===== src/rtl/bus_arbiter_pkg.sv =====
// bus_pkg: definitions shared by the system-bus arbiter, its masters and its slaves.
//   state_t       - arbiter FSM state encoding (2-bit): ST_IDLE, ST_OWN, ST_TURN
//   DEF_N_MASTERS - default number of requesting masters
//   BUS_W         - width of the shared address/data bus
package bus_pkg;

  typedef enum logic [1:0] {
    ST_IDLE = 2'd0,
    ST_OWN  = 2'd1,
    ST_TURN = 2'd2
  } state_t;

  localparam int unsigned DEF_N_MASTERS = 4;
  localparam int unsigned BUS_W         = 32;

endpackage


===== src/rtl/bus_arbiter_rr_select.sv =====
// rr_select: combinational circular priority search.
// It returns the first set request bit at or after ptr, wrapping from N_MASTERS-1 to 0.
//   request [N_MASTERS-1:0] in  - per-master request vector
//   ptr     [IDX_W-1:0]     in  - index that has highest priority (must be < N_MASTERS)
//   found                   out - at least one request bit is set
//   sel     [IDX_W-1:0]     out - selected index; 0 when found=0
module rr_select
  import bus_pkg::*;
#(
  parameter int unsigned N_MASTERS = DEF_N_MASTERS,
  parameter int unsigned IDX_W     = $clog2(N_MASTERS)
) (
  input  logic [N_MASTERS-1:0] request,
  input  logic [IDX_W-1:0]     ptr,
  output logic                 found,
  output logic [IDX_W-1:0]     sel
);

  int unsigned idx;

  always_comb begin
    found = 1'b0;
    sel   = '0;
    idx   = 0;
    for (int unsigned k = 0; k < N_MASTERS; k++) begin
      // The modulo is written as a subtraction so that N_MASTERS need not be a power of two.
      idx = 32'(ptr) + k;
      if (idx >= N_MASTERS) idx = idx - N_MASTERS;
      if (!found && request[IDX_W'(idx)]) begin
        found = 1'b1;
        sel   = IDX_W'(idx);
      end
    end
  end

endmodule


===== src/rtl/bus_arbiter.sv =====
// bus_arbiter: round-robin owner arbiter for the shared tri-state system bus.
// One master owns the bus at a time. A one-cycle turnaround separates two owners.
// All outputs are registered.
//   clk         in  - bus clock
//   rst_n       in  - asynchronous active-low reset
//   request     in  - per-master request, bit i = master i
//   ready       in  - slave transfer-complete strobe
//   grant       out - one-hot grant; all zero while the bus is idle
//   owner       out - index of the granted master; valid while bus_busy=1
//   bus_busy    out - OR of grant
//   timeout_err out - one-cycle pulse on a transfer timeout
// Optional feature: define BUS_TIMEOUT_EN to abort a transfer when it waits
// TIMEOUT_CYCLES OWN cycles without ready. If it is undefined, timeout_err is tied to 0.
module bus_arbiter
  import bus_pkg::*;
#(
  parameter int unsigned N_MASTERS      = DEF_N_MASTERS,
  parameter int unsigned IDX_W          = $clog2(N_MASTERS),
  parameter int unsigned TIMEOUT_CYCLES = 255
) (
  input  logic                 clk,
  input  logic                 rst_n,
  input  logic [N_MASTERS-1:0] request,
  input  logic                 ready,
  output logic [N_MASTERS-1:0] grant,
  output logic [IDX_W-1:0]     owner,
  output logic                 bus_busy,
  output logic                 timeout_err
);

  state_t               state_q, state_d;
  logic [N_MASTERS-1:0] grant_q, grant_d;
  logic [IDX_W-1:0]     owner_q, owner_d;
  logic [IDX_W-1:0]     ptr_q, ptr_d;
  logic [IDX_W-1:0]     owner_inc;
  logic                 found;
  logic [IDX_W-1:0]     sel;

  rr_select #(
    .N_MASTERS (N_MASTERS),
    .IDX_W     (IDX_W)
  ) u_rr_select (
    .request (request),
    .ptr     (ptr_q),
    .found   (found),
    .sel     (sel)
  );

  assign owner_inc = (owner_q == IDX_W'(N_MASTERS - 1)) ? '0 : owner_q + IDX_W'(1);

`ifdef BUS_TIMEOUT_EN
  localparam int unsigned CNT_W = $clog2(TIMEOUT_CYCLES + 1);

  logic [CNT_W-1:0] cnt_q, cnt_d;
  logic             timeout_q, timeout_d;
  logic             to_hit;

  // cnt_q counts the OWN edges that have already passed without ready.
  // The edge that would make the count reach TIMEOUT_CYCLES is the timeout edge.
  assign to_hit = (cnt_q == CNT_W'(TIMEOUT_CYCLES - 1));
`endif

  always_comb begin
    state_d = state_q;
    grant_d = grant_q;
    owner_d = owner_q;
    ptr_d   = ptr_q;
`ifdef BUS_TIMEOUT_EN
    cnt_d     = cnt_q;
    timeout_d = 1'b0;
`endif
    unique case (state_q)
      ST_IDLE: begin
        if (found) begin
          state_d = ST_OWN;
          grant_d = N_MASTERS'(1) << sel;
          owner_d = sel;
`ifdef BUS_TIMEOUT_EN
          cnt_d   = '0;
`endif
        end
      end
      ST_OWN: begin
        // ready takes precedence over a request drop and over a timeout.
        if (ready || !request[owner_q]) begin
          state_d = ST_TURN;
          grant_d = '0;
          ptr_d   = owner_inc;
        end
`ifdef BUS_TIMEOUT_EN
        else if (to_hit) begin
          state_d   = ST_TURN;
          grant_d   = '0;
          ptr_d     = owner_inc;
          timeout_d = 1'b1;
        end else begin
          cnt_d = cnt_q + CNT_W'(1);
        end
`endif
      end
      ST_TURN: begin
        state_d = ST_IDLE;
      end
      default: begin
        state_d = ST_IDLE;
        grant_d = '0;
      end
    endcase
  end

  always_ff @(posedge clk or negedge rst_n) begin
    if (!rst_n) begin
      state_q <= ST_IDLE;
      grant_q <= '0;
      owner_q <= '0;
      ptr_q   <= '0;
    end else begin
      state_q <= state_d;
      grant_q <= grant_d;
      owner_q <= owner_d;
      ptr_q   <= ptr_d;
    end
  end

`ifdef BUS_TIMEOUT_EN
  always_ff @(posedge clk or negedge rst_n) begin
    if (!rst_n) begin
      cnt_q     <= '0;
      timeout_q <= 1'b0;
    end else begin
      cnt_q     <= cnt_d;
      timeout_q <= timeout_d;
    end
  end

  assign timeout_err = timeout_q;
`else
  logic unused_timeout_cfg;
  assign unused_timeout_cfg = (TIMEOUT_CYCLES == 0);
  assign timeout_err        = 1'b0;
`endif

  assign grant    = grant_q;
  assign owner    = owner_q;
  assign bus_busy = |grant_q;

endmodule


===== config.mk =====
export PLATFORM = sky130hd
export DESIGN_NAME = bus_arbiter
export DESIGN_NICKNAME = d
export VERILOG_FILES = /design/src/rtl/bus_arbiter_pkg.sv /design/src/rtl/bus_arbiter_rr_select.sv /design/src/rtl/bus_arbiter.sv
export SDC_FILE = /design/constraint.sdc
export NUM_CORES = 1
export LEC_CHECK = 0
export CAP_MARGIN = 20
export CORE_AREA = 2 2 39 41
export CTS_BUF_LIST = sky130_fd_sc_hd__clkbuf_8
export DETAILED_ROUTE_END_ITERATION = 12
export DIE_AREA = 0 0 41 43
export GPL_ROUTABILITY_DRIVEN = 0
export PLACE_DENSITY = 0.73
export SETUP_SLACK_MARGIN = 0.2
export SLEW_MARGIN = 10
export SYNTH_ARGS = -nofsm -noshare
export SYNTH_HDL_FRONTEND = slang
export SYNTH_SLANG_ARGS = --single-unit

===== constraint.sdc =====
create_clock -name clk -period 5 [get_ports clk]
set_clock_uncertainty 0.15 [all_clocks]
set_input_delay 0.5 -clock clk [delete_from_list [all_inputs] [get_ports clk]]
set_output_delay 0.5 -clock clk [all_outputs]
set_load 0.1 [all_outputs]

==> impl_results.md <==
* Status: finished clean
* Seq/Total Area, Yosys at 44.7%
* Critical Path Max Stage Delay at 0.98 ns
* Setup Fix Bufs, Post-CTS at 0
* CP delay by family, top: buffers and inverters
* CTS tree: built
* Hold Path Class: reg2reg
* Unique masters post-synth at 28
* CTS resizes at 0
* Port bufs at 13
* Post-synth top area share at 44.7%
* Fmax at 365 MHz
* Slew @ Worst Pin at 0.968 ns
* ANT cells at 0
* Clock-pin slew on the worst setup and hold paths at 0.04 ns
* Setup TNS at 0 ns
* Setup ws final at 2.26 ns
* Gate Count Post-Synth at 50
* Synthesized net count at 58
* CP Cell Sequence: or4_1, clkdlybuf4s50_1
* Synthesized area at 559 um^2
* Clock tree root driver cell: clkbuf_8
* Sink Count at 10
* Gr ovfl total at 0
* YS warnings at 0
* Vias per inst at 5.62
* Post-DR wirelength/cell at 13.5 um
* Die area at 0.00176 mm^2
* RSZ-0062 raised after global routing: no
* Synth area leaders: dfrtp_1 45%, a32o_1 7.2%, mux2_2 4.0%
* Antenna Nets Post-Route at 0
* CP Launch Type: flip-flop
* Largest net degree at the start of global routing at 11
* Initial DRT Pass Iterations at 4
* Initial DRC Count at 5
* Clock buffer depth at 2
* Slowest cell on crit path: clkdlybuf4s50_1
* WP buf/inv at 1
* Number of remaining DRC errors at 0
* Syn-to-layout area delta at 32.9%
* #FFs+latches synth at 10
* CORE AREA at 0.00138 mm^2
* Final WL at 1.10 mm
* Crit share post-route at 54.9%
* Die Span Y at 43 um
* Slew headroom at 35.3%
* Initial antenna violation count at 0
* # setup viols final at 0
* Flop2flop setup slack at 3.07 ns
* Initial Utilization at 40.4%
* Arr. time, crit path at 2.09 ns
* Fin. max-slew vios at 0
* Number of fill cells at 135
* First-pass GRT wire length at 1.68 mm
* Worst EP required at 4.35 ns
* Gr usage total at 14.2%
* Critical path type: reg2out
* Max-cap violations at 0
* Cell Rows at 14
* Sequential cell area at 250 um^2
* Fin. Hold Viols at 0
* Pre-CTS setup slack at 2.50 ns
* Vias in the first global route at 404
* Multi-input gate area at 298 um^2
* Post-synth top area cell: dfrtp_1
* Via count at 455
* Die width at 41 um
* Tmin final at 2.74 ns
* Cts bufs inserted at 3
* Syn Area/Cell at 11.2 um^2
* H-Tree Level Count at 1
* Worst Path Max Fanout at 3
* CP Capture Type: output pin
* # hold bufs at CTS at 0
* Io pins at 15
* Clk_lat worst skew at 0.23 ns
* Total Nets Final at 75
* Share of cells above drive strength 1 at 12.3%
-- state kept, by name, indices dropped and copies added (netlist names) --
register,flops
grant,4
owner,2
ptr_q,2
state_q,2
-- synth_stat cells --
master / instances
dfrtp_1: 10
a32o_1: 4
nor2_1: 4
a21oi_1: 3
mux2_2: 2
nand2_1: 2
nand2b_1: 2
nor2b_1: 2
o21ai_0: 2
a21o_1: 1
a221o_1: 1
a221oi_1: 1
buf_4: 1
conb_1: 1
ha_1: 1
inv_1: 1
mux4_2: 1
nor2b_4: 1
nor3_1: 1
nor3b_4: 1
nor4_1: 1
o21bai_1: 1
o22ai_1: 1
o32a_1: 1
o32ai_1: 1
or2b_1: 1
or3_1: 1
or4_1: 1
-- cell usage in the layout, fill, tap and decap left out, types with 2 or more instances in the layout --
cell type | Yosys | layout
nand2b_1 | 2 | 2
a32o_1 | 4 | 4
mux2_2 | 2 | 2
clkdlybuf4s50_1 | 0 | 13
nor2b_1 | 2 | 2
o21ai_0 | 2 | 2
clkbuf_8 | 0 | 3
dfrtp_1 | 10 | 10
nand2_1 | 2 | 2
a21oi_1 | 3 | 3
nor2_1 | 4 | 4
-- kinds of logic after synthesis --
family,count (synthesis),synth area share [%]
and+or+nand+nor,17,20.1
AOI/OAI and AO/OA,16,22.1
DFF,10,44.7
muxes,3,8.05
buffers and inverters,2,2.01
adders and majority gates,1,2.24
other,1,0.670
-- path summary, 6_finish.rpt --
kind	start	endpoint	cells past startpoint
max	grant[1]	bus_busy	2
min	grant[1]	grant[1]	1
max reg2reg	owner[1]	ptr_q[0]	4
min reg2reg	grant[1]	grant[1]	1
max in group asynchronous	rst_n	owner[1]	1
min in group asynchronous	rst_n	owner[0]	1
-- per-stage QoR --
step	instance area, um^2	std cells	hold slack (ns)	util, %
floorplan	559	50	0.0544	-
global placement	702	78	0.362	50.7
detailed placement	702	78	0.356	50.7
CTS	743	81	0.365	53.7
global route	743	81	0.390	53.7
finish	743	81	0.366	53.7
-- area by class of cell --
class                           count  share of cell area, %
Clock buffer                        3                   5.56
Inverter                            1                  0.505
Multi-Input combinational cell     38                   40.1
Sequential cell                    10                   33.7
Tap cell                           16                   2.69
Timing Repair Buffer               13                   17.5
-- worst reg2reg max path, stage by stage (launching register included) --
cell	delay (ns)
dfrtp_1	0.42
mux4_2	0.53
nor2b_4	0.15
nor3b_4	0.21
mux2_2	0.36
-- layer usage --
metal  share of wire, %  track usage, %  vias to the layer above
met4                1.3            8.00                        0
met2                 47            20.6                       11
met3                4.2            1.57                        2
met5                  0               0                        -
li1                   -               -                      226
met1                 48            19.9                      216
Power is left out: the tool's default activity adds up to more than one toggle a clock period on the data nets, which glitch-free logic cannot reach.
